[config.mk]
export PLATFORM = sky130hd
export DESIGN_NAME = trig_ctrl
export DESIGN_NICKNAME = d
export VERILOG_FILES = /design/src/rtl/trig_pkg.sv /design/src/rtl/trig_cmd_dec.sv /design/src/rtl/trig_ctrl.sv
export SDC_FILE = /design/constraint.sdc
export NUM_CORES = 1
export LEC_CHECK = 0
export CAP_MARGIN = 25
export CORE_AREA = 2 2 94 96
export CTS_CLUSTER_DIAMETER = 80
export DETAILED_ROUTE_END_ITERATION = 6
export DIE_AREA = 0 0 96 98
export SYNTH_ARGS = -nofsm -noshare
export SYNTH_HDL_FRONTEND = slang
export SYNTH_SLANG_ARGS = --single-unit
[constraint.sdc]
create_clock -name clk_i -period 4.3 [get_ports clk_i]
set_input_delay 0.645 -clock clk_i [delete_from_list [all_inputs] [get_ports clk_i]]
set_output_delay 0.645 -clock clk_i [all_outputs]
set_load 0.005 [all_outputs]
[src/rtl/trig_pkg.sv]
// Shared types and opcode constants for the logIP trigger sequencer.
package trig_pkg;

   typedef enum logic [1:0] {
      ST_IDLE  = 2'd0,
      ST_ARMED = 2'd1,
      ST_RUN   = 2'd2
   } state_e;

   typedef enum logic [1:0] {
      KIND_MASK = 2'd0,
      KIND_VAL  = 2'd1,
      KIND_CFG  = 2'd2
   } kind_e;

   localparam logic [7:0] OPC_RESET      = 8'h00;
   localparam logic [7:0] OPC_ARM        = 8'h01;
   localparam logic [7:0] OPC_STAGE_BASE = 8'hC0;

endpackage

[src/rtl/trig_cmd_dec.sv]
// Combinational decode of a SUMP trigger opcode into soft-reset, arm and
// per-stage configuration fields.
module trig_cmd_dec
   import trig_pkg::*;
#(
   parameter int NUM_STAGES = 4
) (
   input  logic [7:0] opc_i,
   output logic       softRst_o,
   output logic       arm_o,
   output logic       cfgValid_o,
   output logic [1:0] kind_o,
   output logic [1:0] stage_o
);

   // Stage opcodes are 0xC0 | (stage << 2) | kind; kind 3 and stages past
   // the instantiated count decode as nothing at all.
   always_comb begin
      softRst_o  = (opc_i == OPC_RESET);
      arm_o      = (opc_i == OPC_ARM);
      kind_o     = opc_i[1:0];
      stage_o    = opc_i[3:2];
      cfgValid_o = (opc_i[7:4] == OPC_STAGE_BASE[7:4])
                   && (opc_i[1:0] != 2'd3)
                   && (int'(opc_i[3:2]) < NUM_STAGES);
   end

endmodule

[src/rtl/trig_ctrl.sv]
// Trigger sequencer: turns decoded commands into registered stage strobes,
// tracks the shared trigger level and raises a sticky run request.
module trig_ctrl
   import trig_pkg::*;
#(
   parameter int NUM_STAGES = 4,
   parameter int LVL_W      = 2,
   parameter int DATA_W     = 32
) (
   input  logic                  clk_i,
   input  logic                  rst_in,
   input  logic                  exec_i,
   input  logic [7:0]            opc_i,
   input  logic [DATA_W-1:0]     data_i,
   input  logic                  stb_i,
   input  logic [NUM_STAGES-1:0] match_i,
   input  logic [NUM_STAGES-1:0] run_i,
   input  logic                  done_i,
   output logic [DATA_W-1:0]     cmd_o,
   output logic [NUM_STAGES-1:0] set_mask_o,
   output logic [NUM_STAGES-1:0] set_val_o,
   output logic [NUM_STAGES-1:0] set_cfg_o,
   output logic                  arm_o,
   output logic [LVL_W-1:0]      lvl_o,
   output logic                  run_o,
   output logic                  armed_o,
   output logic                  cmd_err_o
);

   logic                  decSoftRst;
   logic                  decArm;
   logic                  decCfgValid;
   logic [1:0]            decKind;
   logic [1:0]            decStage;
   logic [NUM_STAGES-1:0] stageHot;

   state_e                state_q,   state_d;
   logic [LVL_W-1:0]      lvl_q,     lvl_d;
   logic [DATA_W-1:0]     cmd_q,     cmd_d;
   logic [NUM_STAGES-1:0] setMask_q, setMask_d;
   logic [NUM_STAGES-1:0] setVal_q,  setVal_d;
   logic [NUM_STAGES-1:0] setCfg_q,  setCfg_d;
   logic                  armPulse_q, armPulse_d;
   logic                  cmdErr_q,   cmdErr_d;

   trig_cmd_dec #(
      .NUM_STAGES (NUM_STAGES)
   ) u_dec (
      .opc_i      (opc_i),
      .softRst_o  (decSoftRst),
      .arm_o      (decArm),
      .cfgValid_o (decCfgValid),
      .kind_o     (decKind),
      .stage_o    (decStage)
   );

   assign stageHot = NUM_STAGES'(1) << decStage;

   // Soft reset wins over everything; otherwise the state case orders
   // done_i over run_i over the level increment.
   always_comb begin
      state_d    = state_q;
      lvl_d      = lvl_q;
      cmd_d      = cmd_q;
      setMask_d  = '0;
      setVal_d   = '0;
      setCfg_d   = '0;
      armPulse_d = 1'b0;
      cmdErr_d   = 1'b0;

      if (exec_i && decSoftRst) begin
         state_d = ST_IDLE;
         lvl_d   = '0;
      end else begin
         if (exec_i && decCfgValid) begin
            if (state_q == ST_IDLE) begin
               cmd_d = data_i;
               case (decKind)
                  KIND_MASK: setMask_d = stageHot;
                  KIND_VAL:  setVal_d  = stageHot;
                  KIND_CFG:  setCfg_d  = stageHot;
                  default:   ;
               endcase
            end else begin
               cmdErr_d = 1'b1;
            end
         end

         case (state_q)
            ST_IDLE: begin
               if (exec_i && decArm) begin
                  armPulse_d = 1'b1;
                  lvl_d      = '0;
                  state_d    = ST_ARMED;
               end
            end
            ST_ARMED: begin
               if (|run_i) begin
                  state_d = ST_RUN;
               end else if (stb_i && (|match_i) && (lvl_q != '1)) begin
                  lvl_d = lvl_q + LVL_W'(1);
               end
            end
            ST_RUN: begin
               if (done_i) begin
                  state_d = ST_IDLE;
               end
            end
            default: state_d = ST_IDLE;
         endcase
      end
   end

   always_ff @(posedge clk_i or negedge rst_in) begin
      if (!rst_in) begin
         state_q    <= ST_IDLE;
         lvl_q      <= '0;
         cmd_q      <= '0;
         setMask_q  <= '0;
         setVal_q   <= '0;
         setCfg_q   <= '0;
         armPulse_q <= 1'b0;
         cmdErr_q   <= 1'b0;
      end else begin
         state_q    <= state_d;
         lvl_q      <= lvl_d;
         cmd_q      <= cmd_d;
         setMask_q  <= setMask_d;
         setVal_q   <= setVal_d;
         setCfg_q   <= setCfg_d;
         armPulse_q <= armPulse_d;
         cmdErr_q   <= cmdErr_d;
      end
   end

   assign cmd_o      = cmd_q;
   assign set_mask_o = setMask_q;
   assign set_val_o  = setVal_q;
   assign set_cfg_o  = setCfg_q;
   assign arm_o      = armPulse_q;
   assign lvl_o      = lvl_q;
   assign run_o      = (state_q == ST_RUN);
   assign armed_o    = (state_q == ST_ARMED);
   assign cmd_err_o  = cmdErr_q;

endmodule

==> reports/metrics.cfg, run 1 <==
[floorplan]
core-area_um2=8470
dieArea_um2=9410
die_y_um=98
initial_core_util_pct=24.1
ios=103
fp.dieW_um=96
rows=34

[yosys]
synth_cell_type_count=35
syn-num-nets=194
synth-seq-cells=50
synthCells=140
yosysSeqAreaShare_pct=61.3
synth_flop_cell=dfrtp_1
avgSynthCellArea_um2=14.6
ys_warn_count=0
synth_edf_count=0
netlist_area_um2=2040
async_flop_share_pct=100

[timing]
fin_setup_tns_ps=0
slew_headroom_pct=57.5
hold_viol=0
drv_slew=0
fmax_mhz=444
rsz0062_at_grt=false
fin_crit_sh_pct=52.3
fin_worst_skew_ps=4.12
min_period_ps=2250
tightestPinTransition_ps=638
fin_hold_ws_ps=441
setup_viol=0

[route]
drtPass1Iterations=4
route.detailed.drc=0
vias_per_cell=4.28
routedWlPerCell_um=13.5
first_iter_violations=24
antenna_left=0
num_vias=1519
routed_wl_um=4810

[setup_path]
worstPathRequired_ps=3650
path_class=flop to primary output
r2r-start=state_q[0]$_DFFE_PN0P_
reg2reg_setup_slack_ps=2670
cp-start-kind=flop
setup.worst_path.start=state_q[0]$_DFFE_PN0P_
worstSetupEndpointType=primary output
crit_arrival_ps=1600
slowest_delay_ps=560
cp_cell_sequence=nor2b_1 -> clkdlybuf4s50_1
cp_max_fo=7
slowest_stage=clkdlybuf4s50_1
reg2reg_to=set_val_o[1]$_DFF_PN0_
worstSetupEndpoint=armed_o
reg2reg_depth=5

[finish]
fin_util_pct=39.0
mostFrequentLayoutCells=clkdlybuf4s50_1, dfrtp_1, mux2_2
antennaDiodeCount=0
layout_commonest_cell=clkdlybuf4s50_1
final_cell_area_um2=3300
drive_above_1_share_pct=21.1
nFillCells=844
regArea_um2=1250
multi_input_area_um2=753
syn_to_final_growth_pct=61.6
fin_nets=300

[cts]
cts_buffers=5
cts_tree=yes
clk_path_buf_depth=2
cts_max_level=2
clockRootBuffer=clkbuf_8
insertion_delay_ps=300
post_cts_buffers=0
clk_pin_slew_ps=90
postCtsHoldBufs=0
cts.sinks=50
post_cts_resized=0

[pwr]
combPwrFrac_pct=29.1
p_int_w=0.00102
pwr-share-seq_pct=45.8
p_leak_nw=1.41
p_sw_share_pct=23.8
clockPowerShare_pct=25.1
switchingPower_w=0.000319
pwr_density_cell_nw_per_um2=405
ir_worst_vdd_v=0.000238

[run]
maxCapViolCount=0

[global_route]
grt.overflow.total=0
antenna_found_initial=0
grt_max_degree=51
grt_pass1_vias=1577
grt_pass1_wl_um=7740
grtUsageTotal_pct=10.4

[outcome]
status=complete, no violations

[placed_design]
place.gp.congestion=0.707
place_area_um2=3190
portBuffers=102
hpwl_um=3640

[min_path]
hp-class=primary input to async pin

==> worst max-delay path, delay by kind of cell, from the launching register on <==
family / cells / cell delay, ps
buffers and inverters: 1 / 560
DFF: 1 / 460
and+or+nand+nor: 1 / 280
==> kinds of logic after synthesis <==
logic type,after synthesis,synth area share (%)
multiplexers,32,17.6
AO/OA/AOI/OAI,6,2.08
buffers and inverters,8,1.84
adder cells (fa/ha/maj),1,0.613
AND/OR/NAND/NOR,43,16.5
flip-flops,50,61.3
==> power by group through the flow <==
stage / logic (W) / clock network (W) / registers, W
3_3_place_gp: 0.000392 / 0 / 0.000620
4_1_cts: 0.000397 / 0.000355 / 0.000614
2_1_floorplan: 0.000113 / 0 / 0.000630
5_1_grt: 0.000424 / 0.000372 / 0.000627
3_5_place_dp: 0.000396 / 0 / 0.000624
6_report: 0.000389 / 0.000336 / 0.000613
==> cells in the mapped netlist, types with 2 or more instances <==
library cell	number	share of area, %
and3_1	2	0.61
nor3_1	2	0.49
mux2_2	32	18
nor3b_1	2	0.74
nor4_1	4	1.2
nor2b_1	2	0.61
nor4b_1	2	0.86
nor2_1	4	0.74
and3b_1	3	1.3
inv_1	2	0.37
buf_2	6	1.5
and2_1	2	0.61
dfrtp_1	50	61
a21oi_1	2	0.49
nand2_1	4	0.74
nand2b_1	2	0.61
==> layout make-up <==
| cell class | instances | area share (%) |
|---|---|---|
| sequential | 50 | 37.9 |
| timing repair buffer | 105 | 31.5 |
| clock buffer | 5 | 2.09 |
| clock inverter | 3 | 1.37 |
| tap | 108 | 4.10 |
| multi-input combinational | 82 | 22.8 |
| inverter | 2 | 0.228 |
==> layer usage <==
| metal | GRT usage (%) | share of wire (%) | vias up |
|---|---|---|---|
| met2 | 17.0 | 47 | 64 |
| met5 | 0 | 0 | - |
| li1 | - | - | 717 |
| met3 | 3.32 | 8.1 | 3 |
| met4 | 2.31 | 0.23 | 0 |
| met1 | 13.4 | 44 | 735 |
==> sequential cells by signal, summed over array words and instances, names as in the netlist <==
register and cells:
set_val_o 4, set_cfg_o 4, cmd_o 32, lvl_o 2, set_mask_o 4, cmd_err_o 1
state_q 2, arm_o 1
==> how the worst min path moves through the flow <==
| stage | from | to | slack [ps] | cells past startpoint |
|---|---|---|---|---|
| after global routing | rst_in | arm_o$_DFF_PN0_ | 500 | 2 |
| after detailed placement | cmd_o[8]$_DFFE_PN0P_ | cmd_o[8]$_DFFE_PN0P_ | 490 | 1 |
| after floorplan | rst_in | arm_o$_DFF_PN0_ | 350 | 0 |
| after CTS | rst_in | cmd_o[1]$_DFFE_PN0P_ | 470 | 2 |
| final | rst_in | cmd_o[7]$_DFFE_PN0P_ | 440 | 2 |
| after global placement | cmd_o[3]$_DFFE_PN0P_ | cmd_o[3]$_DFFE_PN0P_ | 490 | 1 |
==> stage by stage <==
step / std cells / power [W] / setup slack, ps
final: 355 / 0.00134 / 2050
after global placement: 347 / 0.00101 / 1840
after floorplan: 140 / 0.000743 / 2370
after detailed placement: 347 / 0.00102 / 1770
after CTS: 355 / 0.00137 / 2050
after global routing: 355 / 0.00142 / 1990
(Power assumes the default switching activity.)
==> inputs of run 2 (changes only) <==
==> constraint.sdc (replaced) <==
create_clock -name clk_i -period 2.23 [get_ports clk_i]
set_input_delay 0.3345 -clock clk_i [delete_from_list [all_inputs] [get_ports clk_i]]
set_output_delay 0.3345 -clock clk_i [all_outputs]
set_load 0.005 [all_outputs]
==> run 2 against run 1 <==
First-iteration DRC count rose by 29%. Hold slack worse by 310 ps. Clock power grew 70%. Largest cell class unchanged. Highest routed layer unchanged.
==> reports/metrics.cfg, run 2 (synthesis gave the netlist of run 1 again) <==
[outcome]
status=complete, no violations

[global_route]
antenna_found_initial=0  ; unchanged
grt_pass1_vias=1560  ; -1.1%
grt.overflow.total=0  ; unchanged
grtUsageTotal_pct=10.2  ; -0.17 points
grt_max_degree=51  ; unchanged
grt_pass1_wl_um=7530  ; -2.7%

[pwr]
combPwrFrac_pct=30.3  ; +1.2 points
pwr_density_cell_nw_per_um2=749  ; +85%
pwr-share-seq_pct=47.0  ; +1.2 points
p_int_w=0.00187  ; +84%
ir_worst_vdd_v=0.000333  ; +40%
p_leak_nw=1.46  ; +3.3%
p_sw_share_pct=25.5  ; +1.7 points
clockPowerShare_pct=22.8  ; -2.3 points
switchingPower_w=0.000641  ; +100%

[finish]
drive_above_1_share_pct=23.5  ; +2.5 points
largest_reg_flops=32  ; unchanged
syn_to_final_growth_pct=64.3
fin_nets=308  ; +2.7%
fin_util_pct=39.6  ; +0.67 points
mostFrequentLayoutCells=clkdlybuf4s50_1, dfrtp_1, mux2_2
antennaDiodeCount=0  ; unchanged
layout_commonest_cell=clkdlybuf4s50_1

[floorplan]
ios=103  ; unchanged
initial_core_util_pct=24.1  ; unchanged
dieArea_um2=9410  ; unchanged
fp.dieW_um=96  ; unchanged
rows=34  ; unchanged
core-area_um2=8470  ; unchanged
die_y_um=98  ; unchanged

[route]
antenna_left=0  ; unchanged
route.detailed.drc=0  ; unchanged
first_iter_violations=31  ; +29%
vias_per_cell=4.26  ; -0.47%
routed_wl_um=4800  ; -0.27%
num_vias=1546  ; +1.8%
routedWlPerCell_um=13.2  ; -2.5%
drtPass1Iterations=4  ; unchanged

[cts]
post_cts_buffers=0  ; unchanged
cts_max_level=2  ; unchanged
insertion_delay_ps=300  ; about the same
postCtsHoldBufs=0  ; unchanged
post_cts_resized=0  ; unchanged
clockRootBuffer=clkbuf_8
cts_buffers=5  ; unchanged
cts_tree=yes
clk_pin_slew_ps=100  ; about the same
clk_path_buf_depth=2  ; unchanged
cts.sinks=50  ; unchanged

[setup_path]
crit_arrival_ps=1580  ; -20 ps
path_class=flop to primary output
r2r-start=state_q[0]$_DFFE_PN0P_
worstPathRequired_ps=1900  ; -1750 ps
cp-start-kind=flop
worstSetupEndpointType=primary output
setup.worst_path.start=state_q[0]$_DFFE_PN0P_
cp_max_fo=7  ; unchanged

[placed_design]
hpwl_um=3720  ; +2.0%
portBuffers=102  ; unchanged
place.gp.congestion=0.696  ; -1.6%

[timing]
fmax_mhz=522
drv_slew=0  ; unchanged
rsz0062_at_grt=false
setup_viol=0  ; unchanged
fin_worst_skew_ps=5.29  ; +1.17 ps
slew_headroom_pct=56.9  ; -0.59 points
tightestPinTransition_ps=646  ; +8.79 ps
min_period_ps=1920
hold_viol=0  ; unchanged
fin_setup_tns_ps=0  ; unchanged
fin_crit_sh_pct=85.9

[min_path]
hp-class=primary input to async pin

[run]
maxCapViolCount=0  ; unchanged

[run 2: stage by stage]
stage | hold slack (ps) | cell area [µm²] | setup slack, ps | power (W) | cells
after floorplan | 38.9 | 2040 | 607 | 0.00143 | 140
after global placement | 485 | 3260 | 155 | 0.00196 | 355
after detailed placement | 491 | 3260 | 109 | 0.00198 | 355
after CTS | 147 | 3360 | 305 | 0.00257 | 363
after global routing | 164 | 3360 | 216 | 0.00268 | 363
final | 127 | 3360 | 314 | 0.00251 | 363
[run 2: worst max-delay path: stages (launching register included)]
cell and delay [ps]:
dfrtp_1 450, nor2b_1 270, clkdlybuf4s50_1 560
[run 2: final timing paths]
check                                          to  slack (ps)  depth (start not counted)
setup / recovery                          armed_o         310                          2
hold / removal              cmd_o[12]$_DFFE_PN0P_         130                          2
setup reg to reg           set_val_o[3]$_DFF_PN0_         620                          5
hold reg to reg             cmd_o[18]$_DFFE_PN0P_         510                          1
max in group asynchronous   cmd_o[16]$_DFFE_PN0P_        1660                          2
min in group clk_i          cmd_o[18]$_DFFE_PN0P_         510                          1
[run 2: cell type report]
| cell class | count | area (µm²) |
|---|---|---|
| clock buffer | 5 | 68.8 |
| clock inverter | 3 | 28.8 |
| fill | 838 | 5110 |
| inverter | 2 | 7.51 |
| multi-input combinational | 82 | 753 |
| sequential | 50 | 1250 |
| tap | 108 | 135 |
| timing repair buffer | 113 | 1110 |
[run 2: power by group through the flow]
| stage | Combinational (W) | Clock, W | Sequential [W] |
|---|---|---|---|
| 3_3_place_gp | 0.000765 | 0 | 0.00120 |
| 5_1_grt | 0.000830 | 0.000645 | 0.00121 |
| 6_report | 0.000761 | 0.000572 | 0.00118 |
| 3_5_place_dp | 0.000774 | 0 | 0.00120 |
| 4_1_cts | 0.000777 | 0.000610 | 0.00118 |
| 2_1_floorplan | 0.000219 | 0 | 0.00121 |
[run 2: routing by layer]
metal | GRT usage, % | vias to the layer above | wire length [µm]
li1 | - | 736 | -
met1 | 12.5 | 744 | 2040
met2 | 16.6 | 62 | 2260
met3 | 4.55 | 4 | 459
met4 | 2.31 | 0 | 35
met5 | 0 | - | 0
